## config.mk

```make
export PLATFORM = sky130hd
export DESIGN_NAME = io_port_unit
export DESIGN_NICKNAME = d
export VERILOG_FILES = /design/src/rtl/cpu_pkg.sv /design/src/rtl/io_fifo.sv /design/src/rtl/io_port_unit.sv
export SDC_FILE = /design/constraint.sdc
export NUM_CORES = 1
export LEC_CHECK = 0
export ABC_AREA = 1
export ABC_CLOCK_PERIOD_IN_PS = 2600
export CAP_MARGIN = 0
export CORE_MARGIN = 4
export CORE_UTILIZATION = 45
export DETAILED_ROUTE_END_ITERATION = 10
export PLACE_DENSITY = 0.66
export SKIP_LAST_GASP = 1
export SYNTH_ARGS = -nofsm -noshare
export SYNTH_HDL_FRONTEND = slang
export SYNTH_HIERARCHICAL = 1
export SYNTH_SLANG_ARGS = --single-unit
```

## constraint.sdc

```tcl
create_clock -name CLK -period 2.6 [get_ports CLK]
set_clock_uncertainty 0.15 [all_clocks]
set_input_delay 0.26 -clock CLK [delete_from_list [all_inputs] [get_ports CLK]]
set_output_delay 0.26 -clock CLK [all_outputs]
set_load 0.03 [all_outputs]
```

## src/rtl/cpu_pkg.sv

```systemverilog
// Shared CPU definitions: word width, write-back select encoding and I/O opcode decode.
package cpu_pkg;

  localparam int WORD_W = 16;

  typedef enum logic [1:0] {
    MTR_MEM = 2'd0,
    MTR_ALU = 2'd1,
    MTR_IO  = 2'd2
  } memtoReg_t;

  localparam logic [3:0] OP_IO   = 4'b1100;
  localparam logic [3:0] FUNK_IN = 4'd1;

  // InRead as the CPU top derives it from the write-back controls.
  function automatic logic isInRead(input logic regWrite, input logic [1:0] memtoReg);
    return regWrite && (memtoReg == MTR_IO);
  endfunction

  // Any funk other than FUNK_IN under OP_IO is an `out`.
  function automatic logic isIoIn(input logic [3:0] opcode, input logic [3:0] funk);
    return (opcode == OP_IO) && (funk == FUNK_IN);
  endfunction

endpackage

```

## src/rtl/io_fifo.sv

```systemverilog
// First-word-fall-through circular FIFO; refuses push when full and pop when empty.
module io_fifo
  import cpu_pkg::*;
#(
  parameter int WIDTH = WORD_W,
  parameter int DEPTH = 4
) (
  input  logic             CLK,
  input  logic             Reset,
  input  logic             push,
  input  logic             pop,
  input  logic [WIDTH-1:0] wdata,
  output logic [WIDTH-1:0] rdata,
  output logic             full,
  output logic             empty
);

  localparam int PW = $clog2(DEPTH);
  localparam int CW = PW + 1;
  localparam logic [CW-1:0] FULL_CNT = CW'(DEPTH);

  logic [WIDTH-1:0] mem [DEPTH];
  logic [PW-1:0]    wrPtr;
  logic [PW-1:0]    rdPtr;
  logic [CW-1:0]    count;
  logic             doPush;
  logic             doPop;

  assign full   = (count == FULL_CNT);
  assign empty  = (count == '0);
  assign doPush = push & ~full;
  assign doPop  = pop & ~empty;
  assign rdata  = mem[rdPtr];

  // Pointers are exactly log2(DEPTH) wide, so increments wrap modulo DEPTH.
  always_ff @(posedge CLK or posedge Reset) begin
    if (Reset) begin
      wrPtr <= '0;
      rdPtr <= '0;
      count <= '0;
      for (int i = 0; i < DEPTH; i++) mem[i] <= '0;
    end else begin
      if (doPush) begin
        mem[wrPtr] <= wdata;
        wrPtr      <= wrPtr + 1'b1;
      end
      if (doPop) rdPtr <= rdPtr + 1'b1;
      case ({doPush, doPop})
        2'b10:   count <= count + 1'b1;
        2'b01:   count <= count - 1'b1;
        default: count <= count;
      endcase
    end
  end

endmodule

```

## src/rtl/io_port_unit.sv

```systemverilog
// Buffered CPU I/O port: output FIFO toward an external sink, input FIFO feeding write-back.
module io_port_unit
  import cpu_pkg::*;
#(
  parameter int WIDTH     = WORD_W,
  parameter int OUT_DEPTH = 4,
  parameter int IN_DEPTH  = 4
) (
  input  logic             CLK,
  input  logic             Reset,
  input  logic             OutputWrite,
  input  logic [WIDTH-1:0] OutData,
  input  logic             InRead,
  output logic [WIDTH-1:0] InData,
  output logic [WIDTH-1:0] ext_out_data,
  output logic             ext_out_valid,
  input  logic             ext_out_ready,
  input  logic [WIDTH-1:0] ext_in_data,
  input  logic             ext_in_valid,
  output logic             ext_in_ready,
  output logic             OutFull,
  output logic             InEmpty,
  output logic             Overflow,
  output logic             Underflow,
  input  logic             ClearErr
);

  logic             outEmpty;
  logic             inFull;
  logic [WIDTH-1:0] inHead;

  io_fifo #(.WIDTH(WIDTH), .DEPTH(OUT_DEPTH)) outFifo (
    .CLK   (CLK),
    .Reset (Reset),
    .push  (OutputWrite),
    .pop   (ext_out_ready),
    .wdata (OutData),
    .rdata (ext_out_data),
    .full  (OutFull),
    .empty (outEmpty)
  );

  io_fifo #(.WIDTH(WIDTH), .DEPTH(IN_DEPTH)) inFifo (
    .CLK   (CLK),
    .Reset (Reset),
    .push  (ext_in_valid),
    .pop   (InRead),
    .wdata (ext_in_data),
    .rdata (inHead),
    .full  (inFull),
    .empty (InEmpty)
  );

  assign ext_out_valid = ~outEmpty;
  assign ext_in_ready  = ~inFull;
  // Stale words stay in storage after a pop, so an empty FIFO must read as zero.
  assign InData        = InEmpty ? '0 : inHead;

  // A set condition in the same cycle as ClearErr keeps the flag high.
  always_ff @(posedge CLK or posedge Reset) begin
    if (Reset) begin
      Overflow  <= 1'b0;
      Underflow <= 1'b0;
    end else begin
      Overflow  <= (Overflow & ~ClearErr) | (OutputWrite & OutFull);
      Underflow <= (Underflow & ~ClearErr) | (InRead & InEmpty);
    end
  end

endmodule

```

Word-level counts from Yosys, hierarchy flattened
Cells that the tools add are included.

word-level totals
  word-level logic and storage cells = 76
  register bits after elaboration = 144
  input port bits = 39
  output and inout port bits = 38

operators by class
  mux-type cells = 15
  equality and inequality tests = 6
  reduce and logical (&&, ||, !) cells = 6
  bitwise gates (word level) = 19
  add/sub/neg operators = 8
  magnitude comparators = 6

operator list
  kind                                                      number
  bitwise mux 64 bit                                        2
  two-way mux 16 bit                                        7
  binary-select mux 16 bit (select 2 bit)                   2
  demux 16 bit (select 2 bit)                               2
  greater-or-equal comparator 3 bit, second input constant  4
  NOT 2 -> 3 bit                                            4
  case mux 3 bit (2 select lines)                           2
  adder 2 x 1 -> 2 bit, second input constant               4
  AND 1 bit                                                 8
  adder 3 x 1 -> 3 bit, second input constant               2
  == test 3 bit, second input constant                      2
  zero test 3 bit                                           2
  < comparator 3 x 1 -> 1 bit, second input constant        2
  subtractor 3 x 1 -> 3 bit, second input constant          2
  NOT 1 bit                                                 5
  == test 2 x 1 -> 1 bit, second input constant             2
  == test 2 bit, second input constant                      2
  nonzero test 2 bit                                        2
  logical AND 1 bit                                         2
  bitwise OR 1 bit                                          2

Logic depth before layout (Yosys ltp)
Gate-level depths: netlist of run 1.

  depth after elaboration = 6
  gate-level depth with buffers = 12
  gate-level depth less buffers = 12

Cells and area by module
Netlist of run 1, hierarchy kept.

modules (own cells, without submodules)
  module        instances  seq. area each (um^2)  cells each  area an instance (um^2)
  io_fifo       2          1776.7                 449         3593.4
  io_port_unit  1          50.0                   46          234.0

Worst setup path after synthesis of run 1
No wires, ideal clock.

  kind = register to register
  start point = register inFifo.count[0]
  end point = register inFifo.count[2]
  required time = 2333 ps
  path buffers = 1
  library setup time = 117 ps
  clock period less this slack = 1982 ps
  cell stages (with the launch flop) = 12
  arrival = 1715 ps
  setup slack = 618 ps
  cell sequence = dfrtp_1 > nor2_2 > nand2_4 > buf_6 > nand2_1 > ha_1 > inv_1 > fa_1 > nand2_1 > nand3_1 > nand2_1 > nand2_1

between the ends
  word-level cells in the longest chain between the ends = 5
  elaborated cells on any way between the ends = 12
  those cells by class = 2 x add/sub; 3 x eq/ne; 1 x mux; 4 x bitwise; 2 x reduce/logical

RTL lines
  item                                                                          RTL line                      source
  from (decl)                                                                   io_fifo.sv:25                 logic [CW-1:0] count;
  from (signal assigned)                                                        io_fifo.sv:49                 2'b10: count <= count + 1'b1;
  from (signal assigned)                                                        io_fifo.sv:50                 2'b01: count <= count - 1'b1;
  from (signal assigned)                                                        io_fifo.sv:51                 default: count <= count;
  == test 3 bit / zero test 3 bit (equally long branches)                       io_fifo.sv:29, io_fifo.sv:30
  NOT 1 bit, on equally long branches                                           io_fifo.sv:31, io_fifo.sv:32
  AND 1 bit, on equally long branches                                           io_fifo.sv:31, io_fifo.sv:32
  == test 2 x 1 -> 1 bit / == test 2 bit (equally long branches)                io_fifo.sv:48                 case ({doPush, doPop})
  case mux 3 bit (2 select lines) / nonzero test 2 bit (equally long branches)  --

Several ways; a longest one is shown, not always the timed one.
A chain may end at the register's enable or synchronous reset.

Final worst setup path of run 1
  start point = register inFifo.rdPtr[1]
  end point = output port InData[0]

between the ends
  word-level cells in the longest chain between the ends = 5

RTL lines
  item                                                    RTL line            source
  from (decl)                                             io_fifo.sv:24       logic [PW-1:0] rdPtr;
  from (signal assigned)                                  io_fifo.sv:47       if (doPop) rdPtr <= rdPtr + 1'b1;
  NOT 2 -> 3 bit (implied by the code)                    io_fifo.sv:33       assign rdata = mem[rdPtr];
  binary-select mux 16 bit (select 2 bit)                 io_fifo.sv:33
  two-way mux 16 bit (implied by the code) (2 in series)  io_fifo.sv:33
  via inHead[0]                                           io_port_unit.sv:30  logic [WIDTH-1:0] inHead;
  two-way mux 16 bit                                      io_port_unit.sv:57  assign InData = InEmpty ? '0 : inHead;
  to (decl)                                               io_port_unit.sv:14  output logic [WIDTH-1:0] InData,

The timed path passes the listed nets, and every way through them passes these cells. The select of a mux whose other input is x is not followed.

==> results of run 1 <==
## final timing paths
kind                                   from               end  slack [ps]  cells past startpoint
max reg2reg                outFifo/count[0]   outFifo/mem[18]         410                      6
min in group asynchronous             Reset          Overflow         480                      3
max                         inFifo/rdPtr[1]         InData[0]         260                      7
min                             OutputWrite  outFifo/wrPtr[0]          60                      4
max in group asynchronous             Reset   outFifo/mem[33]        1030                      4
min reg2reg                  inFifo/mem[44]    inFifo/mem[44]         320                      2
## final cells by class
| type | instances | area (sq um) |
|---|---|---|
| inverter | 48 | 180 |
| fill | 1512 | 7010 |
| tap | 216 | 270 |
| clock inverter | 14 | 160 |
| timing repair buffer | 111 | 1140 |
| sequential | 144 | 3600 |
| multi-input combinational | 676 | 3200 |
| clock buffer | 18 | 439 |
## worst max-delay path: cells and delay by family (launching register included)
family,cells,cell delay (ps)
buf+inv,4,760
flops,1,400
compound gates,2,290
simple gates,1,70
## sequential cells by signal, indices dropped and copies added (netlist names)
| name | flops |
|---|---|
| inFifo/mem | 64 |
| outFifo/mem | 64 |
| inFifo/count | 3 |
| outFifo/count | 3 |
| inFifo/rdPtr | 2 |
| inFifo/wrPtr | 2 |
| outFifo/rdPtr | 2 |
| outFifo/wrPtr | 2 |
| Overflow | 1 |
| Underflow | 1 |
## report_power, final
group	internal (mW)	switching [mW]	leakage (nW)
combinational	2.28	4.18	2.68
clock	1.45	1.02	0.273
sequential	3.28	0.578	1.80
## repair_timing
item,CTS,global route
gates resized for setup,9,21
hold buffers,1,0
endpoints found under the hold margin,2,0
buffers inserted,0,0
setup endpoints to repair,9,21
## synth_stat cells (all sizes together)
cell type / number
inv: 48
nand3: 18
nand2: 302
ha: 10
o21ai: 98
buf: 64
nor2: 114
nand4: 130
dfrtp: 144
fa: 2
clkbuf: 12
xnor2: 2
## layer usage
metal | vias to the layer above | share of wire, % | GRT usage [%]
met5 | - | 0 | 0
met4 | 0 | 1.1 | 5.82
met3 | 18 | 6.1 | 4.77
met2 | 208 | 46 | 33.4
met1 | 3177 | 46 | 32.6
li1 | 3247 | - | -
## cell families after synthesis
logic type / Yosys count / share of synthesized area [%]
buf+inv: 124 / 8.35
fa+ha+maj: 12 / 2.23
compound gates: 98 / 6.61
xor+xnor: 2 / 0.236
flops: 144 / 48.6
simple gates: 564 / 34.0
==> metrics.csv, run 1 <==
metric,value,unit
status,finished clean,
layout_commonest_cell,nand2_1,
drc,0,
antenna_found_initial,0,
cts_tree,yes,
final.min_clock_period,2340,ps
avgSynthCellArea,7.86,sq um
min_period_over_period,90.0,%
clk_path_buf_depth,2,
hold_slack,60.4,ps
fmax,428,MHz
routedWlPerCell,16.1,um
drt-pass1-iter-count,5,
synth_cell_types,21,
dieWidth,136,um
cp.required,2190,ps
cp_slowest_cell,dlygate4sd2_1,
synth_seq_cells,144,
htreeDepth,4,
yosys.area.top_type,dfrtp_1,
place_inst,1194,
max-slew-margin-rel,49.5,%
setup_slack,261,ps
drtIter0Drc,561,
power.leakage,4.76,nW
holdCritPathClass,primary input to flop,
synth_warnings,6,
io_buffers,76,
netlist_area,0.00742,sq mm
layout.cells.non_filler,1227,
start_util,46.4,%
finalHoldViolCount,0,
rsz0062_at_grt,false,
crit_type,flop to output port,
fin_nets,1049,
cp_cell_sequence,"inv_1, buf_12, o21ai_0, o21ai_1, inv_1, nor2_1, dlygate4sd2_1",
syn_nets,995,
grt_pass1_wl,32.7,mm
tns,0,ps
max-cap-violations,0,
ant_nets,0,
synth_cells,944,
crit_path_end_kind,output port,
clkTransAtPathRegs,60,ps
pwr_density_cell,1420,mW/mm^2
post_dp_cell_area,0.00834,sq mm
ys_seq_area_share,48.6,%
antenna_cells,0,
final_cell_mix,"nand2_1 (300), dfrtp_1 (144), nand4_1 (130), nor2_1 (112), o21ai_0 (70)",
place_congestion,0.784,
ir_drop,0.785,mV
die_area,0.0186,sq mm
grt_max_degree,72,
clockRootBuffer,clkbuf_16,
die_h,136,um
worst_path_most_repeated_cell,inv_1,
area_delta_synth_final,21.1,%
path_max_fanout,33,
critPathLaunchType,flop,
numCtsBuffers,17,
dp_slack,411,ps
stdcell_area,0.00899,sq mm
overflow,0,
drive_gt1_share,8.80,%
grt_pass1_vias,6246,
p_total,12.8,mW
clk_latency,420,ps
dp.final_hpwl,12.1,mm
synth.area.top_cells,"dfrtp_1 (49%), nand2_1 (15%), nand4_1 (11%)",
ios,77,
worst_slew_pin_slew,757,ps
grt_util_all_layers,22.2,%
slew_viol_final,0,
vias,6650,
cts_sinks,144,
setup_viol,0,
crit_arrival,1930,ps
via_per_inst,5.42,
core-area,0.0160,sq mm
slowest_delay,410,ps
utilization,56.2,%
synth_top_area_share,48.6,%
routed_wl,19.8,mm
row_count,46,
No activity file was read; power rests on OpenSTA's default activity.
==> run 2: changes to the inputs <==
- CORE_MARGIN: 4 -> not set
- DONT_BUFFER_PORTS: not set -> 1
- GPL_ROUTABILITY_DRIVEN: not set -> 0
- PLACE_DENSITY: 0.66 -> not set
==> run 2 against run 1 <==
  * Wire length grew 1.9%
  * Global-route usage grew 3.1 points
  * Combinational power shrank 5.0%
  * Critical path type is now flop to flop
  * Critical endpoint is now Overflow
  * Largest power group unchanged
==> metrics.csv, run 2 (synthesis gave the netlist of run 1 again) <==
metric,value,unit,change
clockRootBuffer,clkbuf_16,,
slowest_delay,550,ps,+140 ps
grt_pass1_vias,6290,,+0.70%
crit_type,flop to flop,,
crit_cells,8,,+1
vias,6630,,-0.30%
rsz0062_at_grt,false,,
holdCritPathClass,primary input to flop,,
via_per_inst,5.47,,+1.0%
reg_top3,"inFifo/mem: 64 flops, outFifo/mem: 64 flops",,
die_h,130,um,-4.4%
crit_arrival,2630,ps,+700 ps
core-area,0.0160,sq mm,unchanged
start_util,46.4,%,unchanged
ant_nets,0,,unchanged
ctsHoldBuffers,43,,+42
io_buffers,0,,-100%
max-cap-violations,0,,unchanged
status,finished clean,,
drc,0,,unchanged
drive_gt1_share,10.2,%,+1.3 points
cts_sinks,144,,unchanged
final_cell_mix,"nand2_1 (300), dfrtp_1 (144), nand4_1 (130), nor2_1 (112), o21ai_0 (70)",,
row_count,46,,unchanged
p_total,12.8,mW,about the same
cts_resized,0,,-9
routedWlPerCell,16.6,um,+3.2%
crit_path_end_kind,flop,,
grt_max_degree,72,,unchanged
numCtsBuffers,17,,unchanged
htreeDepth,4,,unchanged
clk_latency,420,ps,about the same
clkPwrFrac,21.7,%,+2.4 points
cp_cell_sequence,"nor2_2, nand2_4, buf_4, buf_4, inv_2, nand2_1, nand2_1, dlygate4sd3_1",,
fmax,403,MHz,-5.7%
grt_util_all_layers,25.3,%,+3.1 points
slew_viol_final,0,,unchanged
critPathLaunchType,flop,,
ios,77,,unchanged
clk_path_buf_depth,2,,unchanged
final.min_clock_period,2480,ps,+142 ps
antenna_cells,0,,unchanged
overflow,0,,unchanged
fin_nets,1033,,-1.5%
crit_family,buffers and inverters,,
clkTransAtPathRegs,60,ps,about the same
antenna_found_initial,0,,unchanged
drtIter0Drc,595,,+6.1%
drt-pass1-iter-count,5,,unchanged
setup_viol,0,,unchanged
tns,0,ps,unchanged
worst_slew_pin_slew,936,ps,+179 ps
combPwrFrac,48.0,%,-2.5 points
hold_slack,34.8,ps,-25.6 ps
cp_slowest_cell,dlygate4sd3_1,,
grt_pass1_wl,33.0,mm,+1.1%
max-slew-margin-rel,37.6,%,-12 points
holdPathStages,4,,unchanged
p_sw,5.71,mW,-1.1%
pwr_density_cell,1450,mW/mm^2,+2.2%
path_max_fanout,46,,+39%
min_period_over_period,95.4,%,+5.5 points
finalHoldViolCount,0,,unchanged
seqPwrFrac,30.3,%,about the same
ir_drop,0.635,mV,-19%
cts_tree,yes,,
die_area,0.0170,sq mm,-8.6%
routed_wl,20.1,mm,+1.9%
layout_commonest_cell,nand2_1,,
swShare,44.7,%,-0.49 points
dp.final_hpwl,11.2,mm,-6.9%
cp.required,2750,ps,+560 ps
postCtsSetupBuffers,0,,unchanged
area_delta_synth_final,18.5,%,
p_int,7.07,mW,+0.87%
power.leakage,4.49,nW,-5.7%
crit_buf_inv,4,,unchanged
rr_worst_depth,8,,+2
dieWidth,130,um,-4.4%
[run 2: routing by layer]
metal | track usage, % | wire length [um] | up-vias
li1 | - | - | 3206
met5 | 0 | 0 | -
met2 | 37.8 | 9080 | 196
met4 | 7.37 | 209 | 0
met1 | 37.2 | 9640 | 3207
met3 | 4.89 | 1220 | 21
[run 2: metrics by stage]
stage                     instances  instance area (sq um)  setup WS (ps)  utilization [%]
final                          1211                   8790            119             55.0
after global routing           1211                   8790           8.38             55.0
after CTS                      1211                   8790            122             55.0
after detailed placement       1136                   7670            631             47.9
after global placement         1136                   7670            676             47.9
after floorplan                 944                   7420            393                -
[run 2: layout make-up]
class	instances	area (sq um)
clock inverter	11	210
inverter	48	180
multi-input combinational	676	3200
clock buffer	21	450
timing repair buffer	95	881
tap	216	270
fill	1556	7210
sequential	144	3600
[run 2: tightest hold or removal path: cells and delay by family]
family | cells | cell delay [ps]
buffers and inverters | 1 | 150
AND/OR/NAND/NOR | 3 | 170
[run 2: path summary, 6_finish.rpt]
| check | to | startpoint | slack, ps |
|---|---|---|---|
| hold reg to reg | inFifo/mem[35] | inFifo/mem[35] | 310 |
| min in group asynchronous | Overflow | Reset | 70 |
| setup / recovery | Overflow | outFifo/count[1] | 120 |
| max in group asynchronous | outFifo/mem[61] | Reset | 1180 |
| setup reg to reg | Overflow | outFifo/count[1] | 120 |
| hold / removal | inFifo/mem[41] | ext_in_valid | 30 |
[run 2: power groups by stage]
stage / clock [mW] / combinational (mW) / sequential (mW)
6_report: 2.77 / 6.14 / 3.87
5_1_grt: 2.90 / 6.87 / 4.00
4_1_cts: 2.80 / 6.16 / 3.86
3_5_place_dp: 0 / 6.01 / 3.88
3_3_place_gp: 0 / 5.94 / 3.87
2_1_floorplan: 0 / 4.51 / 3.75
